## config.mk

```make
export PLATFORM = sky130hd
export DESIGN_NAME = cache_wrapper_flat
export DESIGN_NICKNAME = d
export VERILOG_FILES = /design/src/rtl/cache_wrapper_if.sv /design/src/rtl/cache_wrapper.sv /design/src/flat_wrapper.sv
export SDC_FILE = /design/constraint.sdc
export NUM_CORES = 2
export LEC_CHECK = 0
export CORE_ASPECT_RATIO = 1.75
export CORE_MARGIN = 5
export CORE_UTILIZATION = 30
export CTS_BUF_LIST = sky130_fd_sc_hd__clkbuf_16
export CTS_CLUSTER_DIAMETER = 60
export CTS_CLUSTER_SIZE = 20
export DETAILED_ROUTE_END_ITERATION = 12
export HOLD_SLACK_MARGIN = 0.1
export SYNTH_ARGS = -nofsm -noshare
export SYNTH_HDL_FRONTEND = slang
export SYNTH_SLANG_ARGS = --single-unit
```

## constraint.sdc

```tcl
create_clock -name clk_i -period 4.14 [get_ports clk_i]
set_input_delay 0.621 -clock clk_i [delete_from_list [all_inputs] [get_ports clk_i]]
set_output_delay 0.621 -clock clk_i [all_outputs]
set_load 0.01 [all_outputs]
```

## src/rtl/cache_wrapper_if.sv

```systemverilog
// CPU request/response and main-memory handshake bundle for cache_wrapper.
// slave = cache side, master = core/memory side (testbench or integration glue).
interface cache_wrapper_if #(
    parameter int unsigned ADDR_WIDTH = 16,
    parameter int unsigned DATA_WIDTH = 32
);
    logic                  cpu_valid_i;
    logic                  cpu_ready_o;
    logic                  cpu_we_i;
    logic [ADDR_WIDTH-1:0] cpu_adr_i;
    logic [DATA_WIDTH-1:0] cpu_wdata_i;
    logic [DATA_WIDTH-1:0] cpu_rdata_o;
    logic                  cpu_resp_valid_o;
    logic                  mem_valid_o;
    logic                  mem_ready_i;
    logic                  mem_we_o;
    logic [ADDR_WIDTH-1:0] mem_adr_o;
    logic [DATA_WIDTH-1:0] mem_wdata_o;
    logic [DATA_WIDTH-1:0] mem_rdata_i;

    modport slave (
        input  cpu_valid_i, cpu_we_i, cpu_adr_i, cpu_wdata_i, mem_ready_i, mem_rdata_i,
        output cpu_ready_o, cpu_rdata_o, cpu_resp_valid_o,
        output mem_valid_o, mem_we_o, mem_adr_o, mem_wdata_o
    );

    modport master (
        output cpu_valid_i, cpu_we_i, cpu_adr_i, cpu_wdata_i, mem_ready_i, mem_rdata_i,
        input  cpu_ready_o, cpu_rdata_o, cpu_resp_valid_o,
        input  mem_valid_o, mem_we_o, mem_adr_o, mem_wdata_o
    );
endinterface

```

## src/rtl/cache_wrapper.sv

```systemverilog
// Direct-mapped, write-through, write-allocate single-word-line cache.
// Define CACHE_STATS_EN to add 32-bit read hit/miss counters.
module cache_wrapper #(
    parameter int unsigned ADDR_WIDTH = 16,
    parameter int unsigned DATA_WIDTH = 32,
    parameter int unsigned NUM_LINES  = 64
) (
    input  logic                 clk_i,
    input  logic                 rst_ni,
    cache_wrapper_if.slave       bus
`ifdef CACHE_STATS_EN
    ,
    output logic [31:0]          hit_count_o,
    output logic [31:0]          miss_count_o
`endif
);
    localparam int unsigned INDEX_W = $clog2(NUM_LINES);
    localparam int unsigned TAG_W   = ADDR_WIDTH - INDEX_W;

    localparam logic [1:0] S_IDLE = 2'd0;
    localparam logic [1:0] S_MEM  = 2'd1;
    localparam logic [1:0] S_RESP = 2'd2;

    logic [1:0]            state_q, state_d;
    logic [ADDR_WIDTH-1:0] adr_q, adr_d;
    logic                  we_q, we_d;
    logic [DATA_WIDTH-1:0] wdata_q, wdata_d;
    logic [DATA_WIDTH-1:0] rdata_q, rdata_d;
    logic                  resp_q, resp_d;
    logic                  mem_valid_q, mem_valid_d;
    logic                  mem_we_q, mem_we_d;
    logic [ADDR_WIDTH-1:0] mem_adr_q, mem_adr_d;
    logic [DATA_WIDTH-1:0] mem_wdata_q, mem_wdata_d;

    logic [NUM_LINES-1:0]  valid_q;
    logic [TAG_W-1:0]      tag_mem  [NUM_LINES];
    logic [DATA_WIDTH-1:0] data_mem [NUM_LINES];

    logic [INDEX_W-1:0]    req_idx, cur_idx;
    logic [TAG_W-1:0]      req_tag;
    logic                  req_hit;
    logic                  fill;
    logic [DATA_WIDTH-1:0] fill_data;

    assign req_idx = bus.cpu_adr_i[INDEX_W-1:0];
    assign req_tag = bus.cpu_adr_i[ADDR_WIDTH-1:INDEX_W];
    assign req_hit = valid_q[req_idx] && (tag_mem[req_idx] == req_tag);
    assign cur_idx = adr_q[INDEX_W-1:0];

    assign bus.cpu_ready_o      = rst_ni && (state_q == S_IDLE);
    assign bus.cpu_rdata_o      = rdata_q;
    assign bus.cpu_resp_valid_o = resp_q;
    assign bus.mem_valid_o      = mem_valid_q;
    assign bus.mem_we_o         = mem_we_q;
    assign bus.mem_adr_o        = mem_adr_q;
    assign bus.mem_wdata_o      = mem_wdata_q;

    // Next-state and registered-output logic
    always_comb begin
        state_d     = state_q;
        adr_d       = adr_q;
        we_d        = we_q;
        wdata_d     = wdata_q;
        rdata_d     = rdata_q;
        resp_d      = 1'b0;
        mem_valid_d = mem_valid_q;
        mem_we_d    = mem_we_q;
        mem_adr_d   = mem_adr_q;
        mem_wdata_d = mem_wdata_q;
        fill        = 1'b0;
        fill_data   = we_q ? wdata_q : bus.mem_rdata_i;

        case (state_q)
            S_IDLE: begin
                if (bus.cpu_valid_i) begin
                    adr_d   = bus.cpu_adr_i;
                    we_d    = bus.cpu_we_i;
                    wdata_d = bus.cpu_wdata_i;
                    if (!bus.cpu_we_i && req_hit) begin
                        rdata_d = data_mem[req_idx];
                        resp_d  = 1'b1;
                        state_d = S_RESP;
                    end else begin
                        mem_valid_d = 1'b1;
                        mem_we_d    = bus.cpu_we_i;
                        mem_adr_d   = bus.cpu_adr_i;
                        if (bus.cpu_we_i) begin
                            mem_wdata_d = bus.cpu_wdata_i;
                        end
                        state_d = S_MEM;
                    end
                end
            end
            S_MEM: begin
                if (bus.mem_ready_i) begin
                    mem_valid_d = 1'b0;
                    fill        = 1'b1;
                    if (!we_q) begin
                        rdata_d = bus.mem_rdata_i;
                    end
                    resp_d  = 1'b1;
                    state_d = S_RESP;
                end
            end
            S_RESP: begin
                state_d = S_IDLE;
            end
            default: begin
                state_d = S_IDLE;
            end
        endcase
    end

    always_ff @(posedge clk_i or negedge rst_ni) begin
        if (!rst_ni) begin
            state_q     <= S_IDLE;
            adr_q       <= '0;
            we_q        <= 1'b0;
            wdata_q     <= '0;
            rdata_q     <= '0;
            resp_q      <= 1'b0;
            mem_valid_q <= 1'b0;
            mem_we_q    <= 1'b0;
            mem_adr_q   <= '0;
            mem_wdata_q <= '0;
        end else begin
            state_q     <= state_d;
            adr_q       <= adr_d;
            we_q        <= we_d;
            wdata_q     <= wdata_d;
            rdata_q     <= rdata_d;
            resp_q      <= resp_d;
            mem_valid_q <= mem_valid_d;
            mem_we_q    <= mem_we_d;
            mem_adr_q   <= mem_adr_d;
            mem_wdata_q <= mem_wdata_d;
        end
    end

    // Valid bits are the only line state that needs reset; tag/data are gated by them
    always_ff @(posedge clk_i or negedge rst_ni) begin
        if (!rst_ni) begin
            valid_q <= '0;
        end else if (fill) begin
            valid_q[cur_idx] <= 1'b1;
        end
    end

    always_ff @(posedge clk_i) begin
        if (fill) begin
            tag_mem[cur_idx]  <= adr_q[ADDR_WIDTH-1:INDEX_W];
            data_mem[cur_idx] <= fill_data;
        end
    end

`ifdef CACHE_STATS_EN
    logic [31:0] hit_cnt_q, miss_cnt_q;
    logic        rd_accept;

    assign rd_accept    = (state_q == S_IDLE) && bus.cpu_valid_i && !bus.cpu_we_i;
    assign hit_count_o  = hit_cnt_q;
    assign miss_count_o = miss_cnt_q;

    always_ff @(posedge clk_i or negedge rst_ni) begin
        if (!rst_ni) begin
            hit_cnt_q  <= '0;
            miss_cnt_q <= '0;
        end else if (rd_accept) begin
            if (req_hit) hit_cnt_q  <= hit_cnt_q + 32'd1;
            else         miss_cnt_q <= miss_cnt_q + 32'd1;
        end
    end
`endif
endmodule

```

## src/flat_wrapper.sv

```systemverilog
// flat-port wrapper written by rule: the top's interface ports become plain ports
module cache_wrapper_flat 
#(
    parameter int unsigned ADDR_WIDTH = 16,
    parameter int unsigned DATA_WIDTH = 32,
    parameter int unsigned NUM_LINES  = 64
)
  (clk_i, rst_ni, bus_cpu_valid_i, bus_cpu_we_i, bus_cpu_adr_i, bus_cpu_wdata_i, bus_mem_ready_i, bus_mem_rdata_i, bus_cpu_ready_o, bus_cpu_rdata_o, bus_cpu_resp_valid_o, bus_mem_valid_o, bus_mem_we_o, bus_mem_adr_o, bus_mem_wdata_o);
  cache_wrapper_if #(.ADDR_WIDTH(ADDR_WIDTH), .DATA_WIDTH(DATA_WIDTH)) bus_i ();
  input  logic clk_i;
  input  logic rst_ni;
  input wire logic [$bits(bus_i.cpu_valid_i)-1:0] bus_cpu_valid_i;
  input wire logic [$bits(bus_i.cpu_we_i)-1:0] bus_cpu_we_i;
  input wire logic [$bits(bus_i.cpu_adr_i)-1:0] bus_cpu_adr_i;
  input wire logic [$bits(bus_i.cpu_wdata_i)-1:0] bus_cpu_wdata_i;
  input wire logic [$bits(bus_i.mem_ready_i)-1:0] bus_mem_ready_i;
  input wire logic [$bits(bus_i.mem_rdata_i)-1:0] bus_mem_rdata_i;
  output wire logic [$bits(bus_i.cpu_ready_o)-1:0] bus_cpu_ready_o;
  output wire logic [$bits(bus_i.cpu_rdata_o)-1:0] bus_cpu_rdata_o;
  output wire logic [$bits(bus_i.cpu_resp_valid_o)-1:0] bus_cpu_resp_valid_o;
  output wire logic [$bits(bus_i.mem_valid_o)-1:0] bus_mem_valid_o;
  output wire logic [$bits(bus_i.mem_we_o)-1:0] bus_mem_we_o;
  output wire logic [$bits(bus_i.mem_adr_o)-1:0] bus_mem_adr_o;
  output wire logic [$bits(bus_i.mem_wdata_o)-1:0] bus_mem_wdata_o;
  assign bus_i.cpu_valid_i = bus_cpu_valid_i;
  assign bus_i.cpu_we_i = bus_cpu_we_i;
  assign bus_i.cpu_adr_i = bus_cpu_adr_i;
  assign bus_i.cpu_wdata_i = bus_cpu_wdata_i;
  assign bus_i.mem_ready_i = bus_mem_ready_i;
  assign bus_i.mem_rdata_i = bus_mem_rdata_i;
  assign bus_cpu_ready_o = bus_i.cpu_ready_o;
  assign bus_cpu_rdata_o = bus_i.cpu_rdata_o;
  assign bus_cpu_resp_valid_o = bus_i.cpu_resp_valid_o;
  assign bus_mem_valid_o = bus_i.mem_valid_o;
  assign bus_mem_we_o = bus_i.mem_we_o;
  assign bus_mem_adr_o = bus_i.mem_adr_o;
  assign bus_mem_wdata_o = bus_i.mem_wdata_o;
  cache_wrapper #(.ADDR_WIDTH(ADDR_WIDTH), .DATA_WIDTH(DATA_WIDTH), .NUM_LINES(NUM_LINES)) u_core (.clk_i(clk_i), .rst_ni(rst_ni), .bus(bus_i));
endmodule
```

==> metrics.md <==
| Metric | Value |
|---|---|
| # DRC | 0 |
| Height of the die | 818 um |
| Number of synthesized flops with an enable pin | 2688 |
| Post-CTS Hold Buffers | 1 |
| Synthesized Nets | 5662 |
| CP Class | reg -> reg |
| RePlAce Congestion | 0.846 |
| Crit share post-route | 91.6% |
| Overflow after GRT | 0 |
| Bufs on Longest Clock Path | 4 |
| # IOs | 169 |
| R2R setup slack | 0.35 ns |
| Later-pin clock latency in the skew report | 0.89 ns |
| Die outline width | 472 um |
| Most common cell after layout, fill and taps aside | edfxtp_1 |
| Sequential cell area fraction in the yosys report | 76.5% |
| Worst-path clk slew | 0.09 ns |
| Clk sinks | 2886 |
| Dpl hpwl | 207000 um |
| Main flop type after synthesis | edfxtp_1 |
| Min Tclk post-route | 3.79 ns |
| Max Cap Viol | 0 |
| Slew @ Worst Pin | 1.37 ns |
| Setup TNS | 0 ns |
| H-tree Lvls | 4 |
| CP Launch Point | u_core.tag_mem[7][5]$_DFFE_PP_ |
| First-pass GRT wire length | 472000 um |
| Seq cells post-synth | 2886 |
| Core box area | 0.373 mm2 |
| R2R Path Start | u_core.tag_mem[7][5]$_DFFE_PP_ |
| Slew Viols, Final | 0 |
| DR iter-0 viols | 6946 |
| Worst slew margin | 8.49% |
| Largest net degree at the start of global routing | 103 |
| CTS root buffer | clkbuf_16 |
| Status | complete, no violations |
| Crit-path max FO | 11 |
| Worst hold slack | 0.230 ns |
| CTS tree | built |
| Mapped Avg Cell Area | 20.1 um2 |
| Total CTS buffers | 171 |
| Post-CTS Setup Bufs | 0 |
| Setup-failing EPs final | 0 |
| Syn. warnings | 0 |
| Pleak | 41.3 nW |
| PD cells | 498 mW/mm2 |
| Routed Antenna Nets | 0 |
| CP Capture Type | flip-flop |
| Cells along the critical path | mux4_2 -> mux2_2 -> a22o_1 -> a311oi_1 -> xnor2_1 -> a41oi_1 -> buf_4 -> and4b_1 -> a41o_2 -> buf_12 -> mux2_2 |
| Fmax | 0.264 GHz |
| # resized after CTS | 0 |
| Synth async-reset ratio | 6.86% |
| Most frequent cells in the layout | edfxtp_1 (2688), mux4_2 (516), mux2i_1 (360), nand2_1 (316), buf_4 (283) |
| Fin area | 0.128 mm2 |
| Filler cell count | 34800 |
| Number of global-route vias before repair | 60500 |
| Peak VDD IR | 330 uV |
| CP max stage delay | 0.52 ns |
| Post-Route Skew | 0.0832 ns |
| Routed WL | 339000 um |
| Number of antenna violations at the first check in global routing | 16 |
| Crit-path most repeated cell | mux2_2 |
| Die footprint | 0.386 mm2 |
| Type of the most critical hold path | in -> async |
| Final nets | 6092 |
| Placed Area | 0.124 mm2 |
| Crit path DAT | 4.51 ns |
| Syn Inst Count | 5577 |
| Final Hold Vio Count | 0 |
| DR pass1 iterations | 5 |
| DR vias/cell | 5.32 |
| Port Buffer Count | 168 |
| GRT Util Overall | 17.0% |
| Starting density of the core | 30.0% |
| RSZ-0062 raised after global routing | no |
| Area Overhead vs Synth | 14.7% |
| Slowest CP cell | a41oi_1 |
| Share of layout cells above drive strength 1 | 23.5% |
| Synthesized area | 0.112 mm2 |
| WL/cell | 30.7 um |
| Row count | 297 |
| Synth unique cells | 70 |
| CP startpoint kind | flip-flop |
| Vias | 58700 |
| Worst Path Required | 4.86 ns |
[final cells by class]
cell class | instances | area, um2 | share of cell area, %
flip-flops and latches | 2886 | 85700 | 66.7
multi-input cells | 2357 | 25300 | 19.7
repair buffers | 584 | 6480 | 5.04
well taps | 4933 | 6170 | 4.80
clock buffers | 175 | 4380 | 3.41
clock inverters | 96 | 392 | 0.305
inverters | 7 | 27.5 | 0.0214
diodes | 8 | 20.0 | 0.0156
[critical path, delay by kind of cell, from the launching register on]
family	cells	cell delay [ns]
muxes	3	1.13
DFF	1	0.39
and+or+nand+nor	1	0.23
buffers and inverters	2	0.41
xor gates and xnor gates	1	0.10
AOI/OAI and AO/OA	4	1.40
[kinds of logic after synthesis]
kind of cell | count (synthesis) | synth area share (%)
XOR/XNOR | 8 | 0.0625
buffers and inverters | 334 | 1.43
AO/OA/AOI/OAI | 505 | 3.44
AND/OR/NAND/NOR | 820 | 3.51
multiplexers | 1024 | 15.1
flip-flops | 2886 | 76.5
[registers in the layout (all words and copies together) (netlist names)]
| register | cells |
|---|---|
| u_core.adr_q | 16 |
| u_core.bus.cpu_rdata_o | 32 |
| u_core.bus.cpu_resp_valid_o | 1 |
| u_core.bus.mem_adr_o | 16 |
| u_core.bus.mem_valid_o | 1 |
| u_core.bus.mem_wdata_o | 32 |
| u_core.bus.mem_we_o | 1 |
| u_core.data_mem | 2048 |
| u_core.state_q | 2 |
| u_core.tag_mem | 640 |
| u_core.valid_q | 64 |
| u_core.wdata_q | 32 |
| u_core.we_q | 1 |
[final timing paths]
kind,to,cells after the start
worst max-delay path,u_core.bus.mem_adr_o[15]$_DFFE_PN0P_,11
worst min-delay path,u_core.bus.mem_wdata_o[7]$_DFFE_PN0P_,2
worst max register to register,u_core.bus.mem_adr_o[15]$_DFFE_PN0P_,11
worst min register to register,u_core.valid_q[42]$_DFFE_PN0P_,1
max in group asynchronous,u_core.bus.mem_wdata_o[12]$_DFFE_PN0P_,3
min in group clk_i,u_core.wdata_q[16]$_DFFE_PN0P_,3
[per-layer routing]
metal	wire length, um	GRT usage (%)	vias up
li1	-	-	23600
met1	119000	19.4	32000
met2	182000	31.6	2440
met3	18800	1.74	629
met4	20100	8.69	2
met5	12	0	-
[cell usage after synthesis, drive strengths merged, types with 3 or more instances]
| library cell | number | area, um2 |
|---|---|---|
| edfxtp | 2688 | 80700 |
| mux4 | 516 | 11600 |
| mux2i | 360 | 3600 |
| nand2 | 318 | 1190 |
| a22oi | 250 | 1880 |
| dfrtp | 198 | 4950 |
| buf | 197 | 1090 |
| mux2 | 148 | 1670 |
| nor2 | 133 | 499 |
| clkbuf | 130 | 488 |
| nand3 | 106 | 531 |
| or2 | 67 | 419 |
| a221oi | 57 | 499 |
| nor3b | 56 | 420 |
| nor3 | 46 | 230 |
| a21oi | 43 | 215 |
| a211oi | 38 | 330 |
| a41oi | 32 | 280 |
| nor2b | 27 | 169 |
| o21ai | 14 | 70.1 |
| a31oi | 11 | 68.8 |
| nand2b | 11 | 68.8 |
| nand4 | 9 | 56.3 |
| or3 | 8 | 50.1 |
| and3 | 7 | 43.8 |
| nand3b | 7 | 52.6 |
| o211ai | 7 | 52.6 |
| o22ai | 7 | 43.8 |
| a22o | 6 | 52.6 |
| and2 | 6 | 37.5 |
| inv | 6 | 22.5 |
| a2111oi | 5 | 62.6 |
| o32ai | 5 | 43.8 |
| or3b | 5 | 43.8 |
| xnor2 | 5 | 43.8 |
| nor4 | 4 | 25.0 |
| o41ai | 4 | 35.0 |
| a21o | 3 | 22.5 |
| a311oi | 3 | 26.3 |
| o221ai | 3 | 26.3 |
| xor2 | 3 | 26.3 |
[power by group]
part           switching, mW  internal [mW]
Clock                   9.29           7.66
Combinational           6.48           3.15
Sequential              1.33           36.1
Total                   17.1           46.9
[stage by stage]
stage | std cells | worst slack (ns) | power (mW) | utilization, %
after global routing | 11000 | 0.378 | 65.9 | 34.4
after floorplan | 5577 | 0.392 | 42.0 | -
after detailed placement | 10800 | -0.366 | 47.7 | 33.2
after global placement | 10800 | -0.393 | 47.2 | 33.2
final | 11000 | 0.349 | 64.0 | 34.4
after CTS | 11000 | 0.393 | 64.2 | 34.4
(Power assumes the default switching activity.)
